==> src/rtl/battle_pkg.sv <==
// Shared state codes, phase indices and helpers for the battle turn sequencer.
package battle_pkg;

  localparam int unsigned STATE_W = 4;
  localparam int unsigned TURN_W  = 4;
  localparam int unsigned PHASE_W = 2;

  localparam logic [STATE_W-1:0] CODE_IDLE      = 4'b0000;
  localparam logic [STATE_W-1:0] CODE_MENU      = 4'b0001;
  localparam logic [STATE_W-1:0] CODE_DIALOG    = 4'b0010;
  localparam logic [STATE_W-1:0] CODE_ATTACK    = 4'b1000;
  localparam logic [STATE_W-1:0] CODE_GAME_OVER = 4'b0100;
  localparam logic [STATE_W-1:0] CODE_WIN       = 4'b1111;

  localparam logic [PHASE_W-1:0] PH_MENU   = 2'd0;
  localparam logic [PHASE_W-1:0] PH_DIALOG = 2'd1;
  localparam logic [PHASE_W-1:0] PH_ENEMY  = 2'd2;
  localparam logic [PHASE_W-1:0] PH_NONE   = 2'd3;

  typedef enum logic [STATE_W-1:0] {
    S_IDLE      = CODE_IDLE,
    S_MENU      = CODE_MENU,
    S_DIALOG    = CODE_DIALOG,
    S_ATTACK    = CODE_ATTACK,
    S_GAME_OVER = CODE_GAME_OVER,
    S_WIN       = CODE_WIN
  } state_t;

  // Which phase block a state addresses; PH_NONE for the non-phase states.
  function automatic logic [PHASE_W-1:0] state_to_phase(input state_t s);
    logic [PHASE_W-1:0] ph;
    ph = PH_NONE;
    case (s)
      S_MENU:   ph = PH_MENU;
      S_DIALOG: ph = PH_DIALOG;
      S_ATTACK: ph = PH_ENEMY;
      default:  ph = PH_NONE;
    endcase
    return ph;
  endfunction

  // Select one per-phase bit; PH_NONE reads as 0.
  function automatic logic phase_bit(input logic [2:0] v, input logic [PHASE_W-1:0] ph);
    logic b;
    b = 1'b0;
    case (ph)
      PH_MENU:   b = v[0];
      PH_DIALOG: b = v[1];
      PH_ENEMY:  b = v[2];
      default:   b = 1'b0;
    endcase
    return b;
  endfunction

endpackage

==> src/rtl/battle_sequencer_phase_watchdog.sv <==
// Per-phase acknowledge watchdog: counts frames since phase entry until the block shows busy.
module phase_watchdog #(
  parameter int unsigned ACK_TIMEOUT_FRAMES = 4
) (
  input  logic clk,
  input  logic rst,
  input  logic phase_start,
  input  logic new_frame,
  input  logic busy,
  output logic expired
);

  localparam int unsigned CNT_W = 8;

  logic [CNT_W-1:0] count;
  logic             armed;
  logic [CNT_W-1:0] eff_count;
  logic             eff_armed;

  // The phase_start cycle already belongs to the new phase, so it sees a fresh counter.
  always_comb begin
    eff_count = phase_start ? '0 : count;
    eff_armed = phase_start ? 1'b1 : armed;
    expired   = eff_armed && !busy && new_frame &&
                (eff_count == CNT_W'(ACK_TIMEOUT_FRAMES - 1));
  end

  always_ff @(posedge clk) begin
    if (rst) begin
      count <= '0;
      armed <= 1'b1;
    end else begin
      armed <= eff_armed && !busy;
      if (new_frame && (eff_count != {CNT_W{1'b1}}))
        count <= eff_count + CNT_W'(1);
      else
        count <= eff_count;
    end
  end

endmodule

==> src/rtl/battle_sequencer.sv <==
// Battle turn controller: frame-aligned phase sequencing with win/lose and ack timeouts.
// Optional SKIP_PHASE_EN adds skip_in, which completes the current phase like finished_in.
module battle_sequencer
  import battle_pkg::*;
#(
  parameter int unsigned NUM_TURNS          = 8,
  parameter int unsigned ACK_TIMEOUT_FRAMES = 4
) (
  input  logic       clk,
  input  logic       rst,
  input  logic       start_in,
`ifdef SKIP_PHASE_EN
  input  logic       skip_in,
`endif
  input  logic       new_frame_in,
  input  logic [2:0] busy_in,
  input  logic [2:0] finished_in,
  input  logic       player_dead_in,
  input  logic       enemy_dead_in,
  output logic [3:0] state_out,
  output logic [3:0] turn_out,
  output logic       phase_start_out,
  output logic       timeout_err_out,
  output logic       game_over_out,
  output logic       win_out
);

  localparam logic [TURN_W-1:0] LAST_TURN = TURN_W'(NUM_TURNS - 1);

  state_t            state, state_n;
  logic [TURN_W-1:0] turn, turn_n;
  logic              start_p, fin_p, pdead_p, edead_p;
  logic              start_pn, fin_pn, pdead_pn, edead_pn;
  logic              timeout_n;
  logic              trans;

  logic [PHASE_W-1:0] phase;
  logic               active;
  logic               skip_evt;
  logic               fin_evt, start_evt, pdead_evt, edead_evt;
  logic               wd_busy, wd_expired;

  assign phase  = state_to_phase(state);
  assign active = (phase != PH_NONE);

`ifdef SKIP_PHASE_EN
  assign skip_evt = skip_in;
`else
  assign skip_evt = 1'b0;
`endif

  // Same-cycle events join the pending flags so a pulse on the frame cycle counts.
  assign start_evt = start_p | start_in;
  assign fin_evt   = fin_p | (active & (phase_bit(finished_in, phase) | skip_evt));
  assign pdead_evt = pdead_p | player_dead_in;
  assign edead_evt = edead_p | enemy_dead_in;
  assign wd_busy   = active & phase_bit(busy_in, phase);

  phase_watchdog #(
    .ACK_TIMEOUT_FRAMES (ACK_TIMEOUT_FRAMES)
  ) u_watchdog (
    .clk         (clk),
    .rst         (rst),
    .phase_start (phase_start_out),
    .new_frame   (new_frame_in),
    .busy        (wd_busy),
    .expired     (wd_expired)
  );

  // Next phase, turn and pending-flag bookkeeping.
  always_comb begin
    state_n   = state;
    turn_n    = turn;
    trans     = 1'b0;
    start_pn  = start_evt;
    fin_pn    = fin_evt;
    pdead_pn  = pdead_evt;
    edead_pn  = edead_evt;
    timeout_n = timeout_err_out | (active & wd_expired);

    if (new_frame_in) begin
      case (state)
        S_MENU, S_DIALOG, S_ATTACK: begin
          if (pdead_evt) begin
            state_n = S_GAME_OVER;
          end else if (edead_evt) begin
            state_n = S_WIN;
          end else if (fin_evt || wd_expired) begin
            case (state)
              S_MENU:   state_n = S_DIALOG;
              S_DIALOG: state_n = S_ATTACK;
              default: begin
                if (turn == LAST_TURN) begin
                  state_n = S_WIN;
                end else begin
                  state_n = S_MENU;
                  turn_n  = turn + TURN_W'(1);
                end
              end
            endcase
          end
        end
        default: begin
          if (start_evt) begin
            state_n  = S_MENU;
            turn_n   = '0;
            pdead_pn = 1'b0;
            edead_pn = 1'b0;
          end
        end
      endcase
    end

    trans = (state_n != state);
    if (trans) begin
      start_pn = 1'b0;
      fin_pn   = 1'b0;
    end
  end

  always_ff @(posedge clk) begin
    if (rst) begin
      state           <= S_IDLE;
      turn            <= '0;
      phase_start_out <= 1'b0;
      timeout_err_out <= 1'b0;
      game_over_out   <= 1'b0;
      win_out         <= 1'b0;
      start_p         <= 1'b0;
      fin_p           <= 1'b0;
      pdead_p         <= 1'b0;
      edead_p         <= 1'b0;
    end else begin
      state           <= state_n;
      turn            <= turn_n;
      phase_start_out <= trans;
      timeout_err_out <= timeout_n;
      game_over_out   <= (state_n == S_GAME_OVER);
      win_out         <= (state_n == S_WIN);
      start_p         <= start_pn;
      fin_p           <= fin_pn;
      pdead_p         <= pdead_pn;
      edead_p         <= edead_pn;
    end
  end

  assign state_out = state;
  assign turn_out  = turn;

endmodule

==> config.mk <==
export PLATFORM = sky130hd
export DESIGN_NAME = battle_sequencer
export DESIGN_NICKNAME = d
export VERILOG_FILES = /design/src/rtl/battle_pkg.sv /design/src/rtl/battle_sequencer_phase_watchdog.sv /design/src/rtl/battle_sequencer.sv
export SDC_FILE = /design/constraint.sdc
export NUM_CORES = 1
export LEC_CHECK = 0
export ABC_AREA = 1
export CAP_MARGIN = 15
export CORE_MARGIN = 2
export CORE_UTILIZATION = 29
export DETAILED_ROUTE_END_ITERATION = 10
export DONT_BUFFER_PORTS = 1
export PLACE_DENSITY_LB_ADDON = 0.2
export SLEW_MARGIN = 20
export SYNTH_ARGS = -nofsm -noshare
export SYNTH_HDL_FRONTEND = slang
export SYNTH_HIERARCHICAL = 1
export SYNTH_SLANG_ARGS = --single-unit
==> constraint.sdc <==
create_clock -name clk -period 2.96 [get_ports clk]
set_input_delay 0.592 -clock clk [delete_from_list [all_inputs] [get_ports clk]]
set_output_delay 0.592 -clock clk [all_outputs]
set_load 0.02 [all_outputs]
==> results of run 1 <==
final timing paths:
kind | startpoint | end | slack (ps)
max | state_out[1] | win_out | 430
min | rst | u_watchdog/count[7] | 370
max reg2reg | state_out[1] | win_out | 430
min reg2reg | u_watchdog/armed | u_watchdog/armed | 470
final cells by class:
class                      instances  area [um2]  share of cell area
clock buffer                       4        45.0              0.0279
inverter                          31         116              0.0721
multi-input combinational        163         836               0.518
sequential                        25         502               0.311
tap                               67        83.8              0.0520
timing repair buffer               4        30.0              0.0186
flip-flops by register name, indices dropped and copies added, names as in the netlist:
| signal | count |
|---|---|
| start_p | 1 |
| state_out | 4 |
| phase_start_out | 1 |
| timeout_err_out | 1 |
| u_watchdog/count | 8 |
| game_over_out | 1 |
| u_watchdog/armed | 1 |
| fin_p | 1 |
| pdead_p | 1 |
| turn_out | 4 |
| win_out | 1 |
| edead_p | 1 |
layer usage:
| layer | GRT usage | vias up | wire length, um |
|---|---|---|---|
| met2 | 0.236 | 34 | 1720 |
| met3 | 0.0321 | 7 | 199 |
| met4 | 0.0604 | 0 | 76 |
| met1 | 0.185 | 614 | 1700 |
| li1 | - | 729 | - |
| met5 | 0 | - | 0 |
cells by family after synthesis:
| logic type | after synthesis | synth area share |
|---|---|---|
| buffers and inverters | 34 | 0.0926 |
| adder cells (fa/ha/maj) | 1 | 0.00849 |
| AO/OA/AOI/OAI | 26 | 0.104 |
| flip-flops | 25 | 0.340 |
| AND/OR/NAND/NOR | 136 | 0.455 |
stage by stage:
step,area [um2],cells,util,power [mW]
after floorplan,1470,222,-,0.518
after global placement,1570,290,0.325,0.553
after detailed placement,1570,290,0.325,0.552
after CTS,1610,294,0.335,0.768
after global routing,1610,294,0.335,0.806
final,1610,294,0.335,0.761
what timing repair did:
| action | in CTS | in global routing |
|---|---|---|
| resized for setup | 0 | 1 |
| endpoints found under the hold margin | 0 | 0 |
| buffers inserted | 0 | 0 |
| setup endpoints to repair | 0 | 1 |
report_power, final:
group / switching, mW / internal, mW
clock network: 0.120 / 0.0968
logic: 0.116 / 0.0548
registers: 0.0183 / 0.355
total: 0.255 / 0.506
worst max-delay path, stage by stage (launching register included):
cell and delay, ps:
dfxtp_1 490, nor2_1 110, nand2_1 140, inv_1 80, nand2_1 60, nand3_1 70
o21bai_1 160, nor4_1 370, inv_1 180, nand2_4 120, nand2_1 50, nand3_1 60
nand2_1 70, nand2_1 90, o21ai_1 80, or2_0 230, nor2_1 110
synthesized netlist by cell type, drive strengths merged:
master,number,area [um2]
buf,2,16.3
nor3,5,25.0
nand4,3,18.8
or2,1,6.26
o21bai,1,7.51
a211oi,1,7.51
nand3,33,198
nor4,1,6.26
nand3b,2,15.0
clkinv,1,3.75
nand2,52,223
a31oi,1,6.26
a21boi,1,7.51
o21ai,5,25.0
clkbuf,1,3.75
a22oi,1,7.51
dfxtp,25,500
a21oi,16,91.3
and2,1,6.26
and3,1,6.26
ha,1,12.5
inv,30,113
nor2,37,166
==> impl_metrics.py, run 1 <==
metrics = {
    "clock_network": {
        "ctsHtreeMaxLevel": 1,
        "cts_tree": "done",
        "ctsLongestPathBuffers": 2,
        "root_buffer": "clkbuf_8",
        "insertion_delay_ps": 280,
        "clkSinkCount": 25,
        "path_clk_slew_ps": 90,
        "cts_buffers": 3,
        "hold_buffers": 0,
    },
    "route": {
        "vias_per_cell": 4.71,
        "first_iter_violations": 76,
        "vias": 1384,
        "first_pass_iters": 4,
        "drt_wl_total_mm": 3.70,
        "wl_per_cell_um": 12.6,
        "drc_errors": 0,
        "antenna_left": 0,
    },
    "placement": {
        "preCtsSetupSlack_ps": 365,
        "dp_hpwl_mm": 2.84,
        "gp_congestion": 0.912,
        "io_buffers": 0,
    },
    "synth": {
        "syn_inst": 222,
        "synth_cell_types": 33,
        "synthesis.nets": 235,
        "syn_avg_cell_area_um2": 6.63,
        "yosysWarnings": 6,
        "syn_area_um2": 1470,
        "synth-seq-area-share": 0.340,
        "synth_seq_cells": 25,
    },
    "die": {
        "rows": 25,
        "die_area_um2": 5660,
        "pin_count": 24,
        "chipWidth_um": 75.3,
        "core_um2": 4820,
        "start_util": 0.306,
        "die_h_um": 75.3,
    },
    "sta": {
        "setup_viol": 0,
        "fmax_ghz": 0.395,
        "final.min_clock_period_ps": 2530,
        "setup_tns_ps": 0,
        "worstMarginPinSlew_ps": 390,
        "rsz0062_at_grt": "no",
        "holdWs_ps": 368,
        "hold_viol_final": 0,
        "slew_viol_final": 0,
        "worst_slack_ps": 431,
        "skew_ps": 3.59,
        "max_slew_margin": 0.739,
        "finalCritPeriodShare": 0.854,
    },
    "cells_and_area": {
        "nFillCells": 528,
        "layout_commonest_cell": "nand2_1",
        "n_antenna_cell": 0,
        "nets": 241,
        "area_delta_synth_final_pct": 9.52,
        "layout_common_cells": "45 x nand2_1, 30 x nor2_1, 28 x nand3_1, 26 x inv_1, 24 x dfxtp_1",
        "drive_gt1_frac": 0.141,
    },
    "global_routing": {
        "grt_use_total": 0.145,
        "antenna_found_initial": 0,
        "grt_pass1_wl_mm": 6.24,
        "overflow": 0,
        "grt_max_degree": 18,
        "grt_pass1_vias": 1361,
    },
    "setup_path": {
        "crit_fanout": 6,
        "critPathArrivalTime_ps": 2750,
        "path_class": "reg2reg",
        "critPathRequiredTime_ps": 3180,
        "worstSetupStartpointType": "register",
        "r2r_cells": 16,
        "end_kind": "register",
    },
    "power_and_ir_drop": {
        "p_leak_nw": 0.690,
        "p_per_area_nw_per_um2": 472,
        "ir_drop_mv": 0.172,
    },
    "min_path": {
        "hold_class": "in2reg",
        "hold_depth": 1,
    },
    "outcome": {
        "status": "completed",
    },
    "run": {
        "drv_cap": 0,
    },
}
Note: power is estimated with default switching activity, not from simulation.
==> inputs of run 2 (changes only) <==
Settings changed: CELL_PAD_IN_SITES_DETAIL_PLACEMENT set to 1, CELL_PAD_IN_SITES_GLOBAL_PLACEMENT set to 1.
==> impl_metrics.py, run 2 (synthesis results as in run 1) <==
metrics = {
    "setup_path": {
        "path_cells": "nor2_2, nand2_2, inv_1, nand2_1, nand3_1, o21bai_1, nor4_2, inv_1, nand2_4, nand2_1, nand3_1, nand2_1, nand2_1, o21ai_1, or2_0, nor2_1",
        "path_class": "reg2reg",
        "reg2reg_from": "state_out[3]",
        "max_stage_delay_ps": 590,
        "worstSetupStartpointType": "register",
        "crit_fanout": 7,
        "critPathRequiredTime_ps": 3180,
        "critPathArrivalTime_ps": 2800,
        "worst_path_most_repeated_cell": "nand2_1",
        "r2r_cells": 16,
        "rr_endpoint": "win_out",
        "slowest_stage": "dfxtp_1",
        "end_kind": "register",
        "reg2reg_slack_ps": 390,
    },
    "placement": {
        "placed_area_um2": 1570,
        "io_buffers": 0,
        "place_inst": 290,
        "gp_congestion": 0.785,
        "dp_hpwl_mm": 3.22,
        "preCtsSetupSlack_ps": 252,
    },
    "route": {
        "first_iter_violations": 17,
        "vias": 1407,
        "drt_wl_total_mm": 3.96,
        "drc_errors": 0,
        "wl_per_cell_um": 13.5,
        "antenna_left": 0,
        "first_pass_iters": 4,
        "vias_per_cell": 4.79,
    },
    "cells_and_area": {
        "nets": 241,
        "final_cell_area_um2": 1620,
        "layout_commonest_cell": "nand2_1",
        "largest_reg_flops": 8,
        "seq_area_um2": 502,
        "instances_no_fill": 294,
        "largest-register": "u_watchdog/count",
        "multiInputGateArea_um2": 842,
        "layout_common_cells": "45 x nand2_1, 30 x nor2_1, 28 x nand3_1, 26 x inv_1, 24 x dfxtp_1",
        "utilization": 0.336,
        "drive_gt1_frac": 0.150,
        "area_delta_synth_final_pct": 10.0,
        "n_antenna_cell": 0,
        "nFillCells": 652,
    },
    "sta": {
        "setup_viol": 0,
        "finalCritPeriodShare": 0.870,
        "setup_tns_ps": 0,
        "final.min_clock_period_ps": 2570,
        "slew_viol_final": 0,
        "max_slew_margin": 0.720,
        "skew_ps": 3.70,
        "rsz0062_at_grt": "no",
        "hold_viol_final": 0,
        "worst_slack_ps": 386,
        "holdWs_ps": 373,
        "fmax_ghz": 0.388,
        "worstMarginPinSlew_ps": 420,
    },
    "min_path": {
        "hold_class": "in2reg",
        "min-delay-start": "rst",
        "worstHoldEndpoint": "turn_out[1]",
        "hold_depth": 1,
    },
    "power_and_ir_drop": {
        "ir_drop_mv": 0.147,
        "p_leak_nw": 0.693,
        "p_per_area_nw_per_um2": 469,
        "total_power_mw": 0.760,
    },
    "die": {
        "pin_count": 24,
        "die_h_um": 75.3,
        "core_um2": 4820,
        "die_area_um2": 5660,
        "rows": 25,
        "start_util": 0.306,
        "chipWidth_um": 75.3,
    },
    "global_routing": {
        "grt_use_total": 0.157,
        "antenna_found_initial": 0,
        "grt_pass1_vias": 1448,
        "grt_pass1_wl_mm": 6.72,
        "overflow": 0,
        "grt_max_degree": 18,
    },
    "clock_network": {
        "insertion_delay_ps": 270,
        "clkSinkCount": 25,
        "path_clk_slew_ps": 90,
        "root_buffer": "clkbuf_8",
        "ctsLongestPathBuffers": 2,
        "cts_tree": "done",
        "ctsHtreeMaxLevel": 1,
        "post-cts-setup-buffers": 0,
        "cts_buffers": 3,
    },
    "outcome": {
        "status": "completed",
    },
    "run": {
        "drv_cap": 0,
    },
}
-- run 2: cell count changes in the layout (fill, tap and decap cells not counted), sizes merged --
cell / delta
clkinv: +1
clkbuf: -1
-- run 2: critical path: cells and delay by family (launching register included) --
kind | cells | cell delay [ps]
DFF | 1 | 590
AOI/OAI and AO/OA | 2 | 260
buffers and inverters | 2 | 220
and+or+nand+nor | 12 | 1440
-- run 2: what timing repair did --
item,CTS,global route
gates resized for setup,0,2
endpoints found under the setup margin,0,2
hold buffers,0,0
-- run 2: power breakdown --
group          switching, mW  internal, mW  leakage [nW]
clock                  0.119        0.0945        0.0255
sequential            0.0204         0.355         0.204
combinational          0.117        0.0552         0.464
total                  0.256         0.504         0.693
-- run 2: area by class of cell --
cell class                      instances  area share
Multi-Input combinational cell        163       0.520
Sequential cell                        25       0.310
Inverter                               31      0.0718
Tap cell                               67      0.0517
Clock buffer                            3      0.0255
Timing Repair Buffer                    4      0.0185
Clock inverter                          1     0.00309
-- run 2: worst max path at each step --
stage	cells after the start	slack (ps)	from	endpoint
2_1_floorplan	16	640	state_out[2]	win_out
3_3_place_gp	16	310	state_out[0]	win_out
3_5_place_dp	16	250	state_out[0]	win_out
4_1_cts	16	230	state_out[0]	win_out
5_1_grt	17	70	state_out[3]	win_out
6_report	16	390	state_out[3]	win_out
-- run 2: per-layer routing --
layer,wire [um],up-vias,track usage
met5,0,-,0
met4,45,0,0.0409
met3,110,5,0.0321
met2,2010,14,0.275
met1,1790,656,0.196
li1,-,732,-
